## config.mk

```make
export PLATFORM = sky130hd
export DESIGN_NAME = riscv_instr_port_arbiter
export DESIGN_NICKNAME = d
export VERILOG_FILES = /design/src/rtl/riscv_defines.sv /design/src/rtl/riscv_arb_tag_fifo.sv /design/src/rtl/riscv_instr_port_arbiter.sv
export SDC_FILE = /design/constraint.sdc
export NUM_CORES = 1
export LEC_CHECK = 0
export ABC_CLOCK_PERIOD_IN_PS = 1650
export BUFFER_PORTS_ARGS = -buffer_cell sky130_fd_sc_hd__buf_2
export CORE_MARGIN = 10
export CORE_UTILIZATION = 27
export CTS_BUF_LIST = sky130_fd_sc_hd__clkbuf_2 sky130_fd_sc_hd__clkbuf_4 sky130_fd_sc_hd__clkbuf_8
export DETAILED_ROUTE_END_ITERATION = 6
export PLACE_DENSITY = 0.77
export REMOVE_ABC_BUFFERS = 1
export SYNTH_ARGS = -nofsm -noshare
export SYNTH_HDL_FRONTEND = slang
export SYNTH_SLANG_ARGS = --single-unit
```

## constraint.sdc

```tcl
create_clock -name clk -period 1.65 [get_ports clk]
set_input_delay 0.165 -clock clk [delete_from_list [all_inputs] [get_ports clk]]
set_output_delay 0.165 -clock clk [all_outputs]
set_load 0.005 [all_outputs]
```

## src/rtl/riscv_defines.sv

```systemverilog
// Shared definitions for the instruction-port arbiter slice: requester IDs
// used as owner tags for outstanding instruction fetches.
package riscv_defines;

  typedef logic [0:0] arb_port_t;

  localparam arb_port_t ARB_PORT_IF  = 1'b0;
  localparam arb_port_t ARB_PORT_AUX = 1'b1;

endpackage

```

## src/rtl/riscv_arb_tag_fifo.sv

```systemverilog
// Owner-tag FIFO: remembers which requester issued each granted fetch so the
// matching response can be steered back in order.
module riscv_arb_tag_fifo
  import riscv_defines::*;
#(
  parameter int unsigned DEPTH = 2
) (
  input  logic      clk,
  input  logic      rst_n,
  input  logic      push,
  input  logic      pop,
  input  arb_port_t wdata,
  output arb_port_t rdata,
  output logic      full,
  output logic      empty
);

  localparam int unsigned PTR_W = (DEPTH > 1) ? $clog2(DEPTH) : 1;
  localparam int unsigned CNT_W = $clog2(DEPTH + 1);

  arb_port_t        mem [DEPTH];
  logic [PTR_W-1:0] wr_ptr;
  logic [PTR_W-1:0] rd_ptr;
  logic [CNT_W-1:0] count;
  logic             push_en;
  logic             pop_en;

  assign full    = (count == CNT_W'(DEPTH));
  assign empty   = (count == '0);
  assign push_en = push & ~full;
  assign pop_en  = pop & ~empty;
  assign rdata   = mem[rd_ptr];

  // Pointers wrap at DEPTH, which need not be a power of two.
  function automatic logic [PTR_W-1:0] next_ptr(input logic [PTR_W-1:0] ptr);
    return (ptr == PTR_W'(DEPTH - 1)) ? '0 : ptr + 1'b1;
  endfunction

  always_ff @(posedge clk or negedge rst_n) begin
    if (!rst_n) begin
      wr_ptr <= '0;
      rd_ptr <= '0;
      count  <= '0;
      for (int i = 0; i < int'(DEPTH); i++) mem[i] <= ARB_PORT_IF;
    end else begin
      if (push_en) begin
        mem[wr_ptr] <= wdata;
        wr_ptr      <= next_ptr(wr_ptr);
      end
      if (pop_en) rd_ptr <= next_ptr(rd_ptr);
      case ({push_en, pop_en})
        2'b10:   count <= count + 1'b1;
        2'b01:   count <= count - 1'b1;
        default: count <= count;
      endcase
    end
  end

endmodule

```

## src/rtl/riscv_instr_port_arbiter.sv

```systemverilog
// Shares one instruction-memory port between the IF prefetcher (port 0) and an
// auxiliary reader (port 1). Optional perf counters: define INSTR_ARB_PERF_EN.
module riscv_instr_port_arbiter
  import riscv_defines::*;
#(
  parameter int unsigned RDATA_WIDTH     = 32,
  parameter int unsigned MAX_OUTSTANDING = 2,
  parameter int unsigned PORT0_PRIO      = 0
) (
  input  logic                   clk,
  input  logic                   rst_n,
  input  logic [1:0]             req_i,
  input  logic [1:0][31:0]       addr_i,
  output logic [1:0]             gnt_o,
  output logic [1:0]             rvalid_o,
  output logic [RDATA_WIDTH-1:0] rdata_o,
  output logic                   err_pmp_o,
  output logic                   instr_req_o,
  output logic [31:0]            instr_addr_o,
  input  logic                   instr_gnt_i,
  input  logic                   instr_rvalid_i,
  input  logic [RDATA_WIDTH-1:0] instr_rdata_i,
  input  logic                   instr_err_pmp_i,
  output logic                   busy_o,
  output logic                   protocol_err_o
`ifdef INSTR_ARB_PERF_EN
  ,
  output logic [31:0]            conflict_cnt_o,
  output logic [31:0]            full_stall_cnt_o
`endif
);

  arb_port_t sel;
  arb_port_t sel_q;
  arb_port_t rr_ptr;
  arb_port_t head;
  logic      lock_q;
  logic      fifo_full;
  logic      fifo_empty;
  logic      handshake;
  logic      rsp_ok;

  // A pending ungranted request keeps its port so req/addr stay stable.
  always_comb begin
    if (lock_q)                sel = sel_q;
    else if (req_i == 2'b11)   sel = (PORT0_PRIO != 0) ? ARB_PORT_IF : rr_ptr;
    else if (req_i[1])         sel = ARB_PORT_AUX;
    else                       sel = ARB_PORT_IF;
  end

  // fifo_full comes from registered state, so no gnt-to-req loop exists.
  assign instr_req_o  = req_i[sel] & ~fifo_full;
  assign instr_addr_o = addr_i[sel];
  assign handshake    = instr_req_o & instr_gnt_i;
  assign rsp_ok       = instr_rvalid_i & ~fifo_empty;

  always_comb begin
    gnt_o      = '0;
    gnt_o[sel] = handshake;
  end

  always_comb begin
    rvalid_o       = '0;
    rvalid_o[head] = rsp_ok;
  end

  assign rdata_o   = instr_rdata_i;
  assign err_pmp_o = instr_err_pmp_i;
  assign busy_o    = ~fifo_empty | (|req_i);

  riscv_arb_tag_fifo #(
    .DEPTH (MAX_OUTSTANDING)
  ) u_tag_fifo (
    .clk   (clk),
    .rst_n (rst_n),
    .push  (handshake),
    .pop   (instr_rvalid_i),
    .wdata (sel),
    .rdata (head),
    .full  (fifo_full),
    .empty (fifo_empty)
  );

  always_ff @(posedge clk or negedge rst_n) begin
    if (!rst_n) begin
      lock_q         <= 1'b0;
      sel_q          <= ARB_PORT_IF;
      rr_ptr         <= ARB_PORT_IF;
      protocol_err_o <= 1'b0;
    end else begin
      lock_q <= instr_req_o & ~instr_gnt_i;
      sel_q  <= sel;
      if (handshake) rr_ptr <= ~sel;
      if (instr_rvalid_i && fifo_empty) protocol_err_o <= 1'b1;
    end
  end

`ifdef INSTR_ARB_PERF_EN
  always_ff @(posedge clk or negedge rst_n) begin
    if (!rst_n) begin
      conflict_cnt_o   <= '0;
      full_stall_cnt_o <= '0;
    end else begin
      if ((req_i == 2'b11) && !gnt_o[0] && (conflict_cnt_o != '1))
        conflict_cnt_o <= conflict_cnt_o + 1'b1;
      if (req_i[sel] && fifo_full && (full_stall_cnt_o != '1))
        full_stall_cnt_o <= full_stall_cnt_o + 1'b1;
    end
  end
`endif

`ifndef SYNTHESIS
  // Dropping req_i while the arbiter is locked on that port is a requester bug.
  locked_req_held : assert property (@(posedge clk) disable iff (!rst_n)
                                     lock_q |-> req_i[sel_q]);
`endif

endmodule
```

======== After elaboration in Yosys (flattened, before gate mapping) ========
Index checks and enable logic that the tools add are counted.
operators by class
  equality and inequality tests ........... 4
  multiplexer cells ....................... 20
  magnitude comparators ................... 7
  reduce and logical (&&, ||, !) cells .... 7
  bitwise logic cells ..................... 14
  $add $sub $neg .......................... 4
operator list
  kind                 count
  $mux 32              2
  $mux 1               13
  $eq 2x2->1 const B   3
  $and 1x1->1          5
  $and 2x2->2          2
  $ge 2x2->1 const B   2
  $logic_and 1x1->1    4
  $lt 1x2->1 const B   2
  $not 1->1            4
  $not 1->2            2
  $pmux 2 s2           1
  $demux 1 s1          3
  $add 1x1->1 const B  2
  $add 2x1->2 const B  1
  $bwmux 2             1
  $eq 2x1->1 const B   1
  $ge 1x1->1 const B   2
  $logic_not 2->1      1
  $lt 2x1->1 const B   1
  $reduce_bool 2->1    1
  $reduce_or 2->1      1
  $sub 2x1->2 const B  1
  $or 1x1->1           1
storage, ports and cells
  logic and storage cells ................. 65
  register bits after elaboration ......... 10
  output and inout bits ................... 72
  input bits .............................. 103

======== Logic depth before layout (Yosys ltp) ========
Gate-level depths: netlist of the first run.
  depth in word-level cells ............... 10
  depth in mapped cells ................... 7
  mapped depth without buffers ............ 6

======== Hierarchy ========
A second synthesis of the first run with hierarchy kept.
unflattened totals
  cell total of the unflattened synthesis .. 116
  area total of the unflattened synthesis .. 1166.1 um^2
by module, submodules not included
  module                    cells each  times used  area an instance (um^2)  seq. area each (um^2)
  riscv_instr_port_arbiter  93          1           883.3                    100.1
  riscv_arb_tag_fifo        23          1           282.8                    150.1

======== Worst setup path before layout of the first run ========
Ideal clock, no wire load.
  path kind ............................... reg-to-reg
  from .................................... reg lock_q
  to ...................................... reg u_tag_fifo.count[1]
  slack ................................... -0.103 ns
  setup time .............................. 0.079 ns
  path buffers ............................ 1
  period minus slack after synthesis ...... 1.753 ns
  data arrival time ....................... 1.674 ns
  stages on the path, launching flop included .. 7
  required time ........................... 1.571 ns
  path through ............................ dfrtp_1 > a21bo_1 > a2111o_1 > buf_6 > ha_1 > nor2_1 > xor2_1
on the way
  cells in the longest elaborated chain, start to end .. 8
  elaborated cells on any way between the ends .. 10
  classes of those cells .................. eq/ne (2); mux (4); bitwise (3); reduce/logical (1)
RTL lines
  item                                             line                            RTL
  start: declaration                               riscv_instr_port_arbiter.sv:37  logic lock_q;
  start signal: assignment                         riscv_instr_port_arbiter.sv:91  lock_q <= instr_req_o & ~instr_gnt_i;
  $mux 1 (*)                                       riscv_instr_port_arbiter.sv:45  if (lock_q) sel = sel_q;
  $mux 1 (not written as such) (*) (2 in series)   riscv_instr_port_arbiter.sv:52  assign instr_req_o = req_i[sel] & ~fifo_full;
  $and 1x1->1 (*)                                  riscv_instr_port_arbiter.sv:52
  $and 1x1->1 (*)                                  riscv_instr_port_arbiter.sv:54  assign handshake = instr_req_o & instr_gnt_i;
  $and 1x1->1 (*)                                  riscv_arb_tag_fifo.sv:30        assign push_en = push & ~full;
  $eq 2x1->1 or $eq 2x2->1 (tied branches)         riscv_arb_tag_fifo.sv:51        case ({push_en, pop_en})
  $pmux 2 s2 or $reduce_bool 2->1 (tied branches)  --
  end signal: assignment                           riscv_arb_tag_fifo.sv:52        2'b10: count <= count + 1'b1;
  end signal: assignment                           riscv_arb_tag_fifo.sv:53        2'b01: count <= count - 1'b1;
  end signal: assignment                           riscv_arb_tag_fifo.sv:54        default: count <= count;
  end: declaration                                 riscv_arb_tag_fifo.sv:24        logic [CNT_W-1:0] count;
Mark *: on every way between the ends. The rest lies on a longest branch, timed or not. The select of a mux whose other input is x is not followed.
A chain may end at the register's enable or synchronous reset.

======== Final worst setup path of the first run ========
  from .................................... reg lock_q
  to ...................................... out instr_addr_o[17]
on the way
  cells in the longest elaborated chain, start to end .. 3
RTL lines
  item                                         line                            RTL
  $mux 1                                       riscv_instr_port_arbiter.sv:45
  $mux 32 (not written as such) (2 in series)  riscv_instr_port_arbiter.sv:53  assign instr_addr_o = addr_i[sel];
  end: declaration                             riscv_instr_port_arbiter.sv:19  output logic [31:0] instr_addr_o,
Every way passes these cells. The select of a mux whose other input is x is not followed.

==> metrics.cfg, run 1 <==
[run_status]
status = finished, violations left
violations = setup timing

[logic_synthesis]
ys_ff_latch = 10
synth-simple-area-share_pct = 8.13
ys_seq_area_share_pct = 21.4
synth_flop_cell = dfrtp_1
synthAdderAreaFrac_pct = 1.07
post_synth_xor_area_fraction_pct = 3.74
synth.distinct_cells = 24
synth_area_sq_mm = 0.00117
synth_compound_area_share_pct = 5.78
syn_avg_cell_area_sq_um = 10.2
synth_warnings = 0
netlist_instances = 115
synth-edff-count = 0
async_reset_ff_share_pct = 100
yosys-mux-area-fraction_pct = 33.6
synth_top_family_by_area = multiplexers

[place]
dp_slack_ns = -0.0870
gp_congestion = 0.730
io_buffers = 108
hpwlAfterDp_mm = 4.21
placed_cell_area_sq_mm = 0.00157

[cells_and_area]
drive_gt1_share_pct = 84.8
fin_nets = 317
final_area_sq_mm = 0.00219
register_area_sq_um = 251
nFillCells = 359
n_antenna_cell = 0
syn2layout_area_growth_pct = 87.4
multi_input_area_sq_um = 798
fin_util_pct = 53.6

[critical_path]
rr_endpoint = u_tag_fifo.mem[1]$_DFFE_PN0P_
rr_startpoint = lock_q$_DFF_PN0_
reg2reg_depth = 6
slowest_delay_ns = 0.43
worstSetupStartpointType = flip-flop
r2r_setup_slack_ns = -0.13
crit_end = instr_addr_o[17]
slowest_stage = dfrtp_2
critPathMaxFanout = 5
cp_cell_sequence = o31ai_4 -> buf_6 -> clkbuf_16 -> mux2_4 -> buf_6
crit_start = lock_q$_DFF_PN0_
critPathKind = flip-flop to output port
crit_top_cell = buf_6
arrival_ns = 1.67
worst_setup_path_end_kind = output port
required_ns = 1.48

[timing]
timing_hold_violations_final = 0
layout_setup_ws_ns = -0.189
rsz0062_at_grt = yes
tightestPinTransition_ns = 0.249
fmax_mhz = 544
finalClockSkew_ns = 0.00239
worst_slew_margin_rel_pct = 83.2
slew_viol_final = 0
finalCritPeriodShare_pct = 111
period_minus_slack_ns = 1.84
setup_violations = 37

[detailed_routing]
avgRoutedWirePerCell_microns = 21.7
vias_per_cell = 4.56
wirelength_mm = 5.67
num_vias = 1190
drc = 0
postRouteAntennaNets = 0
first_iter_violations = 17
firstDrtPassIters = 3

[power_and_ir_drop]
ir_drop_mv = 0.883
finalPower_w = 0.00272
power.leakage_nw = 1.18
powerDensity_mw_per_mm2 = 1240

[floorplanning]
die_area_sq_mm = 0.00737
dieHeight_microns = 85.8
die_w_microns = 85.8
boundaryPins = 175
fp.coreArea_sq_mm = 0.00409
start_util_pct = 28.6
fp-row-count = 23

[global_route]
grt_pass1_wl_mm = 7.74
grt_max_degree = 17
use_met2_pct = 21.5
grt_util_met1_pct = 13.5
grt_pass1_vias = 1381
use_met3_pct = 9.46
gr-total-overflow = 0
grt_usage_pct = 13.4
busiest_layer = met2
antenna_found_initial = 0

[run]
max_cap_viol_count = 0

[clock_network]
clk_path_buf_depth = 2
cts.sinks = 10
clk_pin_slew_ns = 0.04
clkLatencyLatePin_ns = 0.23
htreeDepth = 1
cts_tree = built
cts-root-buf = clkbuf_8
numCtsBuffers = 3

[worst_hold_path]
hold_path_class = primary input to flip-flop

## cell type report
cell class	count	area share (%)
clock buffers	3	1.88
inverters	4	0.685
multi-input cells	64	36.4
flip-flops and latches	10	11.5
well taps	50	2.85
repair buffers	130	46.7
## synth_stat cells (2+ instances only)
cell | number | area, sq um
buf_4 | 33 | 248
nor2_4 | 2 | 22.5
nor2_1 | 4 | 15.0
xnor2_1 | 4 | 35.0
a21o_1 | 2 | 15.0
mux2_2 | 32 | 360
mux2_1 | 2 | 22.5
nand2_1 | 2 | 7.51
inv_1 | 4 | 15.0
buf_6 | 4 | 45.0
dfrtp_1 | 10 | 250
nor2b_1 | 4 | 25.0
## per-layer routing
| metal | up-vias | part of all wire, % | routed length (microns) |
|---|---|---|---|
| li1 | 550 | - | - |
| met1 | 559 | 35 | 1970 |
| met2 | 73 | 52 | 2920 |
| met3 | 6 | 12 | 705 |
| met4 | 2 | 0.60 | 34 |
| met5 | - | 0.56 | 32 |
## critical path: cells and delay by family, from the launching register on
| kind | cells | cell delay (ns) |
|---|---|---|
| buffers and inverters | 3 | 0.44 |
| multiplexers | 1 | 0.30 |
| flip-flops | 1 | 0.43 |
| AO/OA/AOI/OAI | 1 | 0.26 |
## worst min path at each step
stage                                       to  cells past startpoint         from  slack, ns
6_report                      lock_q$_DFF_PN0_                      2  instr_gnt_i       0.11
5_1_grt                       lock_q$_DFF_PN0_                      2  instr_gnt_i       0.11
4_1_cts                       lock_q$_DFF_PN0_                      2  instr_gnt_i       0.11
3_5_place_dp   u_tag_fifo.count[0]$_DFFE_PN0P_                      1        rst_n       0.04
3_3_place_gp   u_tag_fifo.count[0]$_DFFE_PN0P_                      1        rst_n       0.03
2_1_floorplan                 lock_q$_DFF_PN0_                      0        rst_n      -0.13
## flip-flops by register name, summed over array words and instances, names as in the netlist
| name | cells |
|---|---|
| lock_q | 1 |
| protocol_err_o | 1 |
| u_tag_fifo.mem | 2 |
| rr_ptr | 1 |
| sel_q | 1 |
| u_tag_fifo.count | 2 |
| u_tag_fifo.wr_ptr | 1 |
| u_tag_fifo.rd_ptr | 1 |
## power breakdown
part	internal, W	switching, W
combinational	0.00132	0.000710
clock	0.000159	0.0000879
sequential	0.000354	0.0000910
total	0.00184	0.000889
## layout by cell type (no fill, tap or decap)
cell	n
buf_16	1
buf_2	76
inv_1	4
ha_4	1
nor2_4	3
dfrtp_2	1
nor4_1	1
clkbuf_8	3
mux2i_1	1
a21bo_1	1
o21ai_0	1
nor2b_1	2
dfrtp_1	9
a21o_1	2
nor3b_4	1
dlygate4sd3_1	1
nand2_4	1
buf_6	38
buf_4	9
xnor2_2	2
nor2_1	3
buf_12	3
xnor2_1	2
nand2_1	1
clkbuf_16	2
nor3_1	1
nor2b_2	2
o31ai_4	1
nor2_2	1
mux2_4	34
xor2_1	1
a21oi_1	1
a2111o_1	1
## per-stage QoR
stage               TNS, ns  std cells  hold WS (ns)
detailed placement   -0.239        244        0.0386
global route          -8.18        261         0.106
finish                -5.85        261         0.114
CTS                   -5.37        256         0.108
floorplan            -12.43         78        -0.131
global placement    -0.0946        244        0.0332
## cells by family (layout without fill, tap and decap cells)
group | count (synthesis) | in the layout
XOR/XNOR | 5 | 5
adder cells (fa/ha/maj) | 1 | 1
AO/OA/AOI/OAI | 7 | 7
flip-flops | 10 | 10
AND/OR/NAND/NOR | 16 | 16
multiplexers | 35 | 35
buffers and inverters | 41 | 137
## repair_timing
action                                 in CTS  in global routing
endpoints found under the hold margin      10                  0
resized for setup                          48                 38
pin swaps                                   3                  4
gates cloned                                1                  2
buffers inserted                            7                  3
setup endpoints to repair                  37                 39
hold buffers                                1                  0
Note: power is estimated with default switching activity, not from simulation.
==> inputs of run 2 (changes only) <==
==> constraint.sdc (replaced) <==
create_clock -name clk -period 1.65 [get_ports clk]
set_input_delay 0.33 -clock clk [delete_from_list [all_inputs] [get_ports clk]]
set_output_delay 0.33 -clock clk [all_outputs]
set_load 0.005 [all_outputs]
==> run 2 against run 1 <==
The run still ends with setup timing left. Wire length is 12% lower. Worst setup slack got worse by 0.14 ns. Design area is 20% lower. Non-clock buffer count decreased by 1. Register-to-register slack lost 0.15 ns. Via count decreased by 2.6%. Final cell count is 0.38% lower. Sequential power is 4% lower. Sequential share of layout area up 2.8 points. Critical path type unchanged.
==> metrics.cfg, run 2 (synthesized netlist as in run 1, its figures left out) <==
[cells_and_area]
multi_input_area_sq_um = 637
drive_gt1_share_pct = 81.9
final_common_cell = buf_2
register_area_sq_um = 251
n_antenna_cell = 0
final_area_sq_mm = 0.00176
reg_top3 = u_tag_fifo.count: 2 flops, u_tag_fifo.mem: 2 flops
layout.cells.non_filler = 260
layout_common_cells = buf_2, mux2_2, buf_4
fin_nets = 316
nFillCells = 392
syn2layout_area_growth_pct = 50.5

[run_status]
status = finished, violations left
violations = setup timing

[timing]
finalCritPeriodShare_pct = 120
rsz0062_at_grt = yes
timing_hold_violations_final = 0
worst_slew_margin_rel_pct = 75.9
slew_viol_final = 0
fmax_mhz = 506
finalClockSkew_ns = 0.00194
setup_violations = 39
period_minus_slack_ns = 1.98
tightestPinTransition_ns = 0.358
layout_setup_ws_ns = -0.327

[place]
placed_cell_area_sq_mm = 0.00160
dp_cells = 249
dp_slack_ns = -0.241
gp_congestion = 0.753
hpwlAfterDp_mm = 4.28
io_buffers = 108

[run]
max_cap_viol_count = 0

[power_and_ir_drop]
ir_drop_mv = 0.640
power.leakage_nw = 0.930
p_switching_w = 0.000720
seqPwrFrac_pct = 20.3
powerDensity_mw_per_mm2 = 1200
p_int_w = 0.00139
p_clk_share_pct = 11.4
finalPower_w = 0.00211
comb_power_share_pct = 68.3
sw_frac_of_total_pct = 34.1

[clock_network]
cts.sinks = 10
numCtsBuffers = 3
clk_path_buf_depth = 2
clk_pin_slew_ns = 0.04
clkLatencyLatePin_ns = 0.23
cts-root-buf = clkbuf_8
htreeDepth = 1
cts_tree = built

[critical_path]
critPathKind = flip-flop to output port
critPathMaxFanout = 16
r2r_setup_slack_ns = -0.28
worstSetupStartpointType = flip-flop
worst_setup_path_end_kind = output port
reg2reg_depth = 6
rr_startpoint = lock_q$_DFF_PN0_
arrival_ns = 1.65
rr_endpoint = u_tag_fifo.mem[1]$_DFFE_PN0P_
required_ns = 1.32

[detailed_routing]
first_iter_violations = 5
vias_per_cell = 4.46
avgRoutedWirePerCell_microns = 19.1
drc = 0
firstDrtPassIters = 4
postRouteAntennaNets = 0
wirelength_mm = 4.96
num_vias = 1159

[floorplanning]
fp-row-count = 23
fp.coreArea_sq_mm = 0.00409
dieHeight_microns = 85.8
boundaryPins = 175
die_w_microns = 85.8
start_util_pct = 28.6
die_area_sq_mm = 0.00737

[worst_hold_path]
min_from = instr_gnt_i
hold_path_class = primary input to flip-flop
worst_hold_path.num_cells = 2
min_to = lock_q$_DFF_PN0_

[global_route]
grt_pass1_wl_mm = 6.96
antenna_found_initial = 0
grt_pass1_vias = 1346
gr-total-overflow = 0
grt_usage_pct = 12.0
grt_max_degree = 17

-- run 2: repair_timing --
| item | CTS | global route |
|---|---|---|
| pin swaps | 1 | 0 |
| setup buffers | 5 | 1 |
| resized for setup | 8 | 2 |
| hold endpoints to repair | 10 | 0 |
| cloned | 1 | 0 |
| hold buffers | 1 | 0 |
| setup endpoints to repair | 39 | 41 |
-- run 2: through the flow --
step	hold WS (ns)	setup TNS [ns]	util (%)
CTS	0.293	-11.54	42.7
global placement	0.194	-7.92	39.2
detailed placement	0.197	-8.27	39.2
floorplan	0.0344	-18.51	-
global route	0.296	-14.64	43.1
finish	0.289	-11.52	43.1
-- run 2: worst max-delay path, cell delays in order, from the launching register on --
cell and delay (ns):
dfrtp_1 0.36, nor2b_2 0.06, o31ai_4 0.22, buf_4 0.15
buf_12 0.14, mux2_2 0.35, buf_2 0.13
-- run 2: cell type report --
type                            instances  area share (%)
Clock buffer                            3            2.35
Timing Repair Buffer                  129            42.8
Multi-Input combinational cell         64            36.2
Sequential cell                        10            14.3
Tap cell                               50            3.55
Inverter                                4           0.853
-- run 2: how the worst max path moves through the flow --
stage,endpoint,from,cells past startpoint
floorplan,instr_addr_o[0],req_i[0],3
global placement,instr_addr_o[27],req_i[0],6
detailed placement,instr_addr_o[27],req_i[0],6
CTS,instr_addr_o[22],rr_ptr$_DFFE_PN0P_,6
global route,instr_addr_o[1],rr_ptr$_DFFE_PN0P_,6
finish,instr_addr_o[27],rr_ptr$_DFFE_PN0P_,6
-- run 2: power by group through the flow --
stage               combinational [W]  sequential [W]  clock, W
CTS                           0.00144        0.000430  0.000243
floorplan                    0.000661        0.000432         0
detailed placement            0.00128        0.000427         0
finish                        0.00144        0.000429  0.000241
global route                  0.00157        0.000439  0.000253
global placement              0.00124        0.000423         0
-- run 2: per-layer routing --
layer	track usage [%]	routed length [microns]	vias to the layer above
met4	2.10	11	2
met5	4.90	32	-
met2	19.4	2500	71
met3	7.95	602	4
met1	12.4	1810	531
li1	-	-	551
==> inputs of run 3 (changes only) <==
--- a/config.mk
+++ b/config.mk
@@ -15,4 +15,5 @@
 export REMOVE_ABC_BUFFERS = 1
 export SYNTH_ARGS = -nofsm -noshare
 export SYNTH_HDL_FRONTEND = slang
+export SYNTH_HIERARCHICAL = 1
 export SYNTH_SLANG_ARGS = --single-unit
==> run 3 against run 2 <==
The run still ends with setup timing left. Power up 4.5%. Clock skew decreased by 0.00055 ns. Fmax is 0.67% lower. Largest power group unchanged. Largest cell class unchanged.
==> metrics.cfg, run 3 <==
[clock_network]
cts-root-buf = clkbuf_8
cts_tree = built
cts.sinks = 10
clkLatencyLatePin_ns = 0.23
clk_pin_slew_ns = 0.05
numCtsBuffers = 3
clk_path_buf_depth = 2
htreeDepth = 1

[critical_path]
arrival_ns = 1.66
required_ns = 1.32
critPathKind = flip-flop to output port
worst_setup_path_end_kind = output port
critPathMaxFanout = 6
worstSetupStartpointType = flip-flop

[floorplanning]
start_util_pct = 28.5
fp.coreArea_sq_mm = 0.00409
boundaryPins = 175
die_area_sq_mm = 0.00735
die_w_microns = 85.7
fp-row-count = 23
dieHeight_microns = 85.7

[timing]
rsz0062_at_grt = yes
slew_viol_final = 0
whs_ns = 0.308
tightestPinTransition_ns = 0.329
finalClockSkew_ns = 0.00139
timing_hold_violations_final = 0
fmax_mhz = 502
worst_slew_margin_rel_pct = 78.0
period_minus_slack_ns = 1.99
setup_violations = 36
finalCritPeriodShare_pct = 121
layout_setup_ws_ns = -0.341

[cells_and_area]
fin_nets = 315
layout_common_cells = buf_2, mux2_2, buf_6
final_area_sq_mm = 0.00180
final_common_cell = buf_2
reg_top3 = u_tag_fifo/count: 2 flops, u_tag_fifo/mem: 2 flops
layout.cells.non_filler = 259
nFillCells = 399
drive_gt1_share_pct = 84.7
syn2layout_area_growth_pct = 54.1
n_antenna_cell = 0

[logic_synthesis]
async_reset_ff_share_pct = 100
synthTopCellsByCount = buf_4, mux2_2, dfrtp_1
synth_top_area_share_pct = 31.9
ys_seq_area_share_pct = 21.5
synth_top_cell_by_area = mux2_2
ys_ff_latch = 10
synth_area_leaders = mux2_2, dfrtp_1, buf_4
synth_area_sq_mm = 0.00117
synth.distinct_cells = 27
synth_warnings = 6
synth_flop_cell = dfrtp_1
syn_avg_cell_area_sq_um = 10.1
synth-edff-count = 0
netlist_instances = 116

[run]
max_cap_viol_count = 0

[power_and_ir_drop]
p_switching_w = 0.000803
ir_drop_mv = 0.427
p_clk_share_pct = 11.1
p_int_w = 0.00140
sw_frac_of_total_pct = 36.4
comb_power_share_pct = 68.4
power.leakage_nw = 0.943
powerDensity_mw_per_mm2 = 1230
seqPwrFrac_pct = 20.5

[place]
dp_cells = 246
placed_cell_area_sq_mm = 0.00156
hpwlAfterDp_mm = 4.39
gp_congestion = 0.765
io_buffers = 108

[run_status]
violations = setup timing
status = finished, violations left

[detailed_routing]
vias_per_cell = 4.49
num_vias = 1163
wirelength_mm = 5.42
postRouteAntennaNets = 0
avgRoutedWirePerCell_microns = 20.9
firstDrtPassIters = 2
first_iter_violations = 33
drc = 0

[global_route]
grt_max_degree = 15
grt_pass1_wl_mm = 7.45
gr-total-overflow = 0
grt_usage_pct = 13.0
grt_pass1_vias = 1368
antenna_found_initial = 0

[worst_hold_path]
hold_path_class = primary input to flip-flop

## run 3: power groups by stage
| stage | Sequential, W | Clock [W] | Combinational (W) |
|---|---|---|---|
| 2_1_floorplan | 0.000415 | 0 | 0.000687 |
| 3_3_place_gp | 0.000416 | 0 | 0.00118 |
| 3_5_place_dp | 0.000419 | 0 | 0.00121 |
| 4_1_cts | 0.000419 | 0.000250 | 0.00139 |
| 5_1_grt | 0.000460 | 0.000266 | 0.00164 |
| 6_report | 0.000452 | 0.000244 | 0.00151 |
## run 3: layout make-up
class	instances	area, sq um	share of cell area (%)
multi-input cells	66	711	39.6
well taps	50	62.6	3.48
clock buffers	3	41.3	2.30
inverters	4	15.0	0.836
repair buffers	126	716	39.8
flip-flops and latches	10	251	14.0
## run 3: path summary, 6_finish.rpt
| check | from | endpoint | slack, ns | depth (start not counted) |
|---|---|---|---|---|
| setup / recovery | rr_ptr$_DFFE_PN0P_ | instr_addr_o[26] | -0.34 | 6 |
| hold / removal | instr_gnt_i | lock_q$_DFF_PN0_ | 0.31 | 2 |
| setup reg to reg | sel_q$_DFF_PN0_ | u_tag_fifo/mem[1]$_DFFE_PN0P_ | -0.05 | 6 |
| hold reg to reg | protocol_err_o$_DFFE_PN0P_ | protocol_err_o$_DFFE_PN0P_ | 0.48 | 1 |
| max in group asynchronous | rst_n | u_tag_fifo/count[1]$_DFFE_PN0P_ | 0.95 | 2 |
| min in group asynchronous | rst_n | u_tag_fifo/mem[1]$_DFFE_PN0P_ | 0.49 | 2 |
## run 3: critical path: stages (launching register included)
cell and delay (ns):
dfrtp_1 0.34, and2b_1 0.21, o21ai_4 0.19, buf_6 0.12, buf_6 0.11, mux2_2 0.32, buf_2 0.13
## run 3: repair_timing
action | 4_1_cts | 5_1_grt
buffers inserted | 7 | 4
cloned | 2 | 0
hold buffers | 1 | 0
pin swaps | 1 | 6
setup endpoints to repair | 38 | 40
resized for setup | 7 | 26
endpoints found under the hold margin | 10 | 0
## run 3: routing by layer
| metal | GRT usage, % | vias to the layer above | routed length [microns] | part of all wire [%] |
|---|---|---|---|---|
| met5 | 3.50 | - | 0 | 0 |
| met4 | 2.25 | 0 | 11 | 0.20 |
| met3 | 12.3 | 2 | 954 | 18 |
| met2 | 20.1 | 88 | 2550 | 47 |
| met1 | 12.4 | 524 | 1900 | 35 |
| li1 | - | 549 | - | - |
## run 3: stage by stage
| stage | worst slack (ns) | util [%] | TNS [ns] | power, W |
|---|---|---|---|---|
| final | -0.341 | 44.0 | -10.79 | 0.00221 |
| after global routing | -0.412 | 44.0 | -13.46 | 0.00236 |
| after CTS | -0.348 | 42.0 | -10.94 | 0.00206 |
| after detailed placement | -0.195 | 38.2 | -5.05 | 0.00163 |
| after global placement | -0.145 | 38.2 | -4.03 | 0.00160 |
| after floorplan | -0.307 | - | -10.02 | 0.00110 |
## run 3: logic make-up after synthesis
| group | count (synthesis) | share of synthesized area, % |
|---|---|---|
| AOI/OAI and AO/OA | 5 | 4.40 |
| xor gates and xnor gates | 5 | 3.76 |
| adders and majority gates | 1 | 1.07 |
| buffers and inverters | 40 | 25.4 |
| DFF | 10 | 21.5 |
| muxes | 36 | 34.7 |
| and+or+nand+nor | 19 | 9.23 |
